<file path="src/rtl/mem_seq_pkg.sv">
// Shared types and limits for the memory access sequencer.
// Holds the state encoding, the legal MEM_LAT range, the stall counter width and a saturating increment helper.
package mem_seq_pkg;

    typedef enum logic [1:0] {
        IDLE    = 2'd0,
        IF_WAIT = 2'd1,
        D_WAIT  = 2'd2
    } seq_state_t;

    localparam int MEM_LAT_MIN = 1;
    localparam int MEM_LAT_MAX = 4;
    localparam int STALL_CNT_W = 16;

    function automatic logic [STALL_CNT_W-1:0] sat_inc(input logic [STALL_CNT_W-1:0] v);
        return (&v) ? v : v + 1'b1;
    endfunction

endpackage

</file>
<file path="src/rtl/mem_lat_timer.sv">
// Loadable down-counter that flags the cycle in which the read data is due (MEM_LAT cycles after the load).
// Latency: o_expire is high in cycle load+MEM_LAT; there is no backpressure, and a new load restarts the count.
module mem_lat_timer
#(
    parameter int MEM_LAT = 1
)
(
    input  logic clk,
    input  logic rst,
    input  logic i_load,
    output logic o_expire
);

    localparam int CNT_W = $clog2(MEM_LAT + 1);
    localparam logic [CNT_W-1:0] LOAD_VAL = CNT_W'(MEM_LAT);

    logic [CNT_W-1:0] r_cnt;

    always_ff @(posedge clk or posedge rst) begin
        if (rst)
            r_cnt <= '0;
        else if (i_load)
            r_cnt <= LOAD_VAL;
        else if (r_cnt != '0)
            r_cnt <= r_cnt - 1'b1;
    end

    assign o_expire = (r_cnt == CNT_W'(1));

endmodule

</file>
<file path="src/rtl/mem_access_sequencer.sv">
// Sole master of the shared memory port: fetch and load take MEM_LAT+1 cycles, a store takes 1.
// The PC is held with pc_stall while an access is pending; define SEQ_PERF_CNT_EN to enable the stall_cnt counter.
module mem_access_sequencer
    import mem_seq_pkg::*;
#(
    parameter int ADDR_W  = 8,
    parameter int DATA_W  = 32,
    parameter int MEM_LAT = 1
)
(
    input  logic                   clk,
    input  logic                   rst,
    input  logic                   if_req,
    input  logic [ADDR_W-1:0]      if_addr,
    output logic                   if_valid,
    output logic [DATA_W-1:0]      if_rdata,
    input  logic                   d_req,
    input  logic                   d_we,
    input  logic [ADDR_W-1:0]      d_addr,
    input  logic [DATA_W-1:0]      d_wdata,
    output logic                   d_done,
    output logic [DATA_W-1:0]      d_rdata,
    output logic                   pc_stall,
    output logic                   mem_en,
    output logic                   mem_we,
    output logic [ADDR_W-1:0]      mem_addr,
    output logic [DATA_W-1:0]      mem_wdata,
    input  logic [DATA_W-1:0]      mem_rdata,
    output logic [STALL_CNT_W-1:0] stall_cnt
);

    if (MEM_LAT < MEM_LAT_MIN || MEM_LAT > MEM_LAT_MAX) begin : g_bad_lat
        $error("mem_access_sequencer: MEM_LAT out of range 1..4");
    end

    seq_state_t        r_state;
    seq_state_t        w_next;
    logic              r_if_valid;
    logic              r_d_done;
    logic [DATA_W-1:0] r_if_rdata;
    logic [DATA_W-1:0] r_d_rdata;
    logic              w_fetch_go;
    logic              w_data_go;
    logic              w_expire;
    logic              w_pc_stall;
    logic              w_if_cap;
    logic              w_d_cap;

    // Fetch needs an empty instruction register and data needs a full one, so the two never collide.
    assign w_fetch_go = (r_state == IDLE) && !r_if_valid && if_req;
    assign w_data_go  = (r_state == IDLE) && r_if_valid && d_req && !r_d_done;
    assign w_pc_stall = ~(r_if_valid & (~d_req | r_d_done));
    assign w_if_cap   = (r_state == IF_WAIT) && w_expire;
    assign w_d_cap    = (r_state == D_WAIT) && w_expire;

    mem_lat_timer #(.MEM_LAT(MEM_LAT)) u_lat_timer (
        .clk      (clk),
        .rst      (rst),
        .i_load   (w_fetch_go | (w_data_go & ~d_we)),
        .o_expire (w_expire)
    );

    always_ff @(posedge clk or posedge rst) begin
        if (rst)
            r_state <= IDLE;
        else
            r_state <= w_next;
    end

    always_comb begin
        w_next = r_state;
        unique case (r_state)
            IDLE: begin
                if (w_fetch_go)
                    w_next = IF_WAIT;
                else if (w_data_go && !d_we)
                    w_next = D_WAIT;
            end
            IF_WAIT, D_WAIT: begin
                if (w_expire)
                    w_next = IDLE;
            end
            default: w_next = IDLE;
        endcase
    end

    always_comb begin
        mem_en    = 1'b0;
        mem_we    = 1'b0;
        mem_addr  = '0;
        mem_wdata = '0;
        if (w_fetch_go) begin
            mem_en   = 1'b1;
            mem_addr = if_addr;
        end else if (w_data_go) begin
            mem_en    = 1'b1;
            mem_we    = d_we;
            mem_addr  = d_addr;
            mem_wdata = d_wdata;
        end
    end

    always_ff @(posedge clk or posedge rst) begin
        if (rst) begin
            r_if_valid <= 1'b0;
            r_if_rdata <= '0;
        end else if (w_if_cap) begin
            r_if_valid <= 1'b1;
            r_if_rdata <= mem_rdata;
        end else if (!w_pc_stall) begin
            r_if_valid <= 1'b0;
        end
    end

    // Stores complete on the issue edge; loads complete on the capture edge.
    always_ff @(posedge clk or posedge rst) begin
        if (rst) begin
            r_d_done  <= 1'b0;
            r_d_rdata <= '0;
        end else begin
            r_d_done <= (w_data_go & d_we) | w_d_cap;
            if (w_d_cap)
                r_d_rdata <= mem_rdata;
        end
    end

`ifdef SEQ_PERF_CNT_EN
    logic [STALL_CNT_W-1:0] r_stall_cnt;

    always_ff @(posedge clk or posedge rst) begin
        if (rst)
            r_stall_cnt <= '0;
        else if (w_pc_stall)
            r_stall_cnt <= sat_inc(r_stall_cnt);
    end

    assign stall_cnt = r_stall_cnt;
`else
    assign stall_cnt = '0;
`endif

    assign if_valid = r_if_valid;
    assign if_rdata = r_if_rdata;
    assign d_done   = r_d_done;
    assign d_rdata  = r_d_rdata;
    assign pc_stall = w_pc_stall;

endmodule

</file>
<file path="config.mk">
export PLATFORM = sky130hd
export DESIGN_NAME = mem_access_sequencer
export DESIGN_NICKNAME = d
export VERILOG_FILES = /design/src/rtl/mem_seq_pkg.sv /design/src/rtl/mem_lat_timer.sv /design/src/rtl/mem_access_sequencer.sv
export SDC_FILE = /design/constraint.sdc
export NUM_CORES = 1
export LEC_CHECK = 0
export CAP_MARGIN = 25
export CORE_MARGIN = 4
export CORE_UTILIZATION = 39
export DETAILED_ROUTE_END_ITERATION = 8
export GPL_TIMING_DRIVEN = 0
export MAX_ROUTING_LAYER = met4
export PLACE_DENSITY = 0.87
export SETUP_SLACK_MARGIN = 0.3
export SLEW_MARGIN = 10
export SYNTH_ARGS = -nofsm -noshare
export SYNTH_HDL_FRONTEND = slang
export SYNTH_SLANG_ARGS = --single-unit
</file>
<file path="constraint.sdc">
create_clock -name clk -period 4.1 [get_ports clk]
set_clock_uncertainty 0.05 [all_clocks]
set_input_delay 0.615 -clock clk [delete_from_list [all_inputs] [get_ports clk]]
set_output_delay 0.615 -clock clk [all_outputs]
set_load 0.05 [all_outputs]
</file>
# After elaboration in Yosys (flattened, before gate mapping)

Index checks and enable logic that the tools add are counted.

Add/sub/neg operators: 1
$mul: 0
Div/mod/pow operators: 0
$lt $le $gt $ge: 0
Eq/ne operators: 4
Shift operators: 0
Mux-type cells: 16
Bitwise gates (word level): 9
Reduce and logical (&&, ||, !) cells: 15

Operators by type and width:

| operator                                              | count |
|---|---|
| 2-to-1 mux 32 bit                                     | 2 |
| 2-to-1 mux 8 bit                                      | 2 |
| logical AND 1 bit                                     | 8 |
| 2-to-1 mux 1 bit                                      | 8 |
| 2-to-1 mux 2 bit                                      | 3 |
| case mux 2 bit (2 select lines)                       | 1 |
| AND 1 bit                                             | 3 |
| logical NOT 1 bit                                     | 3 |
| inequality test 3 x 2 -> 1 bit, second input constant | 1 |
| inverter 1 bit                                        | 3 |
| OR 1 bit                                              | 3 |
| equality test 2 x 1 -> 1 bit, second input constant   | 1 |
| equality test 2 bit, second input constant            | 1 |
| logical NOT 2 bit                                     | 1 |
| inequality test 2 x 1 -> 1 bit, second input constant | 1 |
| AND reduction 2 bit                                   | 1 |
| nonzero test 2 bit                                    | 1 |
| OR reduction 2 bit                                    | 1 |
| subtractor 1 bit, second input constant               | 1 |

Flip-flop bits (word level): 69
Latch bits: 0
RAM bits: 0
Memory bits (read-only): 0
Input bits: 85
Output and inout bits: 125
Word-level logic and storage cells: 51
Memories: 0

# Logic depth before layout (Yosys ltp)

Depth after elaboration: 8
Depth in mapped cells: 6

# Cells and area by module

A second synthesis with hierarchy kept.

Cell total of the unflattened synthesis: 229
Area, all modules: 3119.2 um^2

By module, submodules not included:

| module               | instances | cells an instance | area an instance (um^2) | seq. area each (um^2) |
|---|---|---|---|---|
| mem_access_sequencer | 1         | 227               | 3090.5                  | 1701.6 |
| mem_lat_timer        | 1         | 2                 | 28.8                    | 25.0 |

# Worst setup path after synthesis

OpenSTA, ideal clock, no wires.

Kind: flip-flop to output port
Start: register r_d_done, in the netlist d_done
End: output pc_stall
Arrival: 1.740 ns
Path slack: 1.695 ns
Stages on the path, launching flop included: 2
Buffers on the path: 0
Cells stage by stage: dfrtp_1 -> o21ai_0

Word-level cells in the longest chain between the ends: 3

Ends and longest elaborated chain:

| element                | line                        | source |
|---|---|---|
| start, declared        | mem_access_sequencer.sv:39  | `logic r_d_done;` |
| start signal, assigned | mem_access_sequencer.sv:121 | `r_d_done <= (w_data_go & d_we) \| w_d_cap;` |
| OR 1 bit               | mem_access_sequencer.sv:52  | `assign w_pc_stall = ~(r_if_valid & (~d_req \| r_d_done));` |
| AND 1 bit              | mem_access_sequencer.sv:52  |  |
| inverter 1 bit         | mem_access_sequencer.sv:52  |  |
| end, declared          | mem_access_sequencer.sv:23  | `output logic pc_stall,` |

Every way passes these cells.

# Final worst setup path

Start: input d_req
End: output mem_wdata[23]

Word-level cells in the longest chain between the ends: 4

Ends and longest elaborated chain:

| element                         | line                       | source |
|---|---|---|
| start, declared                 | mem_access_sequencer.sv:17 | `input logic d_req,` |
| logical AND 1 bit (2 in series) | mem_access_sequencer.sv:51 | `assign w_data_go = (r_state == IDLE) && r_if_valid && d_req && !r_d_done;` |
| 2-to-1 mux 32 bit               | mem_access_sequencer.sv:95 | `end else if (w_data_go) begin` |
| 2-to-1 mux 32 bit               | mem_access_sequencer.sv:92 | `if (w_fetch_go) begin` |
| end, declared                   | mem_access_sequencer.sv:27 | `output logic [DATA_W-1:0] mem_wdata,` |

Every way passes these cells.

==> reports/results.tsv <==
metric	value	unit
grt_first_pass_wirelength	14600	um
crit_fanout	10	
wl	9380	um
fin_crit	3290	ps
syn_avg_cell_area	13.7	um^2
cts_buffers	9	
syn_area	3120	um^2
max_slew_margin	61.5	%
ir_drop	0.252	mV
clkLatencyLatePin	320	ps
cp_common_cell	clkdlybuf4s50_1	
tns	0	ps
grtUsageTotal	20.2	%
end_kind	output pin	
port_buffers	193	
drt_iter0_drc	46	
setup_viol	0	
crit_required	3430	ps
grt_antenna_before_repair	0	
critPathKind	primary input to output pin	
hp-class	flip-flop to flip-flop	
min-delay-start	if_rdata[31]	
worst_slew_pin_slew	576	ps
crit_family	buffers and inverters	
cts_tree	done	
yosys_warnings	0	
boundaryPins	210	
cp-startpoint	d_req	
rr_worst_depth	5	
via_per_inst	4.57	
place_ws	826	ps
grt-ovfl-total	0	
place_inst	539	
netlist_instances	228	
status	finished, final reports clean	
initial_core_util	40.1	%
worst_setup_hold_path_clk_slew	60	ps
cts_resized	0	
syn2layout_area_growth	74.3	%
drive_above_1_share	24.3	%
drv_cap	0	
drv_slew	0	
final_cells	554	
max_freq	0.304	GHz
r2r_slack	2530	ps
dr.pass1.iters	4	
hpwl	7600	um
p_leak	2.35	nW
gp_congestion	0.916	
root_buffer	clkbuf_8	
htreeDepth	3	
slowest_stage	clkdlybuf4s50_1	
cts.sinks	69	
critPathMaxStageDelay	850	ps
crit_path_start_kind	primary input	
arrival	2620	ps
die_x	97.4	um
mostFrequentLayoutCell	clkdlybuf4s50_1	
final_cell_mix	clkdlybuf4s50_1 (193), dfrtp_1 (69), mux2_2 (64), and2_1 (32), buf_4 (17)	
path_depth	5	
die_h	97.4	um
wl_per_cell	16.9	um
die_area	9480	um^2
power_density	292	nW/um^2
r2r_end	d_rdata[17]	
grt_pass1_vias	2672	
fin_ws	814	ps
clk_path_buf_depth	2	
synth_cell_types	23	
postCtsSetupBuffers	0	
hold_viol	0	
num-nets-final	536	
ant_nets	0	
worstReg2RegStart	r_state[0]	
grt_max_degree	42	
cp_num_buf_inv	3	
drc	0	
endpoint	mem_wdata[23]	
rows	32	
finalCritPeriodShare	80.1	%
ys_seq_area_share	55.4	%
cts_hold_buf	0	
rsz0062_at_grt	false	
antenna_cells	0	
crit_chain	clkdlybuf4s50_1 > and4b_4 > clkbuf_2 > and2_1 > clkdlybuf4s50_1	
core	7770	um^2
ys_seq_elements	69	
routed-via-count	2532	
per-layer routing:
metal	vias to the layer above	global-route usage [%]	share of wire, %
li1	1182	-	-
met1	1215	22.0	39
met2	121	36.3	53
met3	14	5.38	6.4
met4	0	5.64	1.6
met5	-	-	0
synthesized netlist by cell type:
master | n | area share [%]
a21oi_1 | 1 | 0.16
a22o_1 | 8 | 2.2
and2_1 | 32 | 6.4
and2b_1 | 1 | 0.24
and3b_1 | 1 | 0.28
and4b_4 | 1 | 0.44
buf_2 | 2 | 0.32
buf_4 | 17 | 4.1
buf_6 | 6 | 2.2
clkbuf_2 | 2 | 0.32
conb_1 | 1 | 0.12
dfrtp_1 | 69 | 55
ha_1 | 3 | 1.2
inv_1 | 5 | 0.60
mux2_2 | 64 | 23
nand2_1 | 4 | 0.48
nand2_2 | 2 | 0.40
nand3b_1 | 2 | 0.48
nand4b_1 | 1 | 0.28
nor3_1 | 1 | 0.16
o21ai_0 | 3 | 0.48
o21ba_2 | 1 | 0.32
o22ai_1 | 1 | 0.20
worst min path at each step:
stage	end	slack [ps]	cells after the start
finish	if_rdata[31]	450	1
global route	if_rdata[26]	460	1
CTS	if_rdata[31]	460	1
detailed placement	if_rdata[22]	440	1
global placement	d_rdata[15]	440	1
floorplan	r_state[1]	460	1
kinds of logic after synthesis:
group / synth area share [%]
flops: 55.4
buf+inv: 7.51
fa+ha+maj: 1.20
simple gates: 9.20
mux: 23.1
other cells: 0.120
compound gates: 3.41
state kept, by name (all words and copies together) (netlist names):
signal / flops
if_rdata: 32
u_lat_timer.o_expire: 1
d_done: 1
if_valid: 1
d_rdata: 32
r_state: 2
metrics by stage:
stage | area, um^2 | power [W] | hold WS (ps) | util (%)
finish | 5430 | 0.00158 | 454 | 69.9
global route | 5430 | 0.00165 | 464 | 69.9
CTS | 5430 | 0.00161 | 458 | 69.9
detailed placement | 5250 | 0.00110 | 442 | 67.6
global placement | 5230 | 0.00109 | 438 | 67.3
floorplan | 3170 | 0.000937 | 456 | -
final cells by class:
cell class / count / area, um^2
repair buffers: 194 / 1950
multi-input cells: 142 / 1210
flip-flops and latches: 69 / 1730
clock buffers: 14 / 173
well taps: 102 / 128
fillers: 576 / 2340
plain buffers: 27 / 215
inverters: 5 / 21.3
clock inverters: 1 / 5.00
report_power, final:
part | total, W | switching, W | internal, W
clock | 0.000495 | 0.000230 | 0.000266
combinational | 0.000361 | 0.000203 | 0.000158
sequential | 0.000728 | 0.0000153 | 0.000713
total | 0.00158 | 0.000448 | 0.00114
Note: power is estimated with default switching activity, not from simulation.
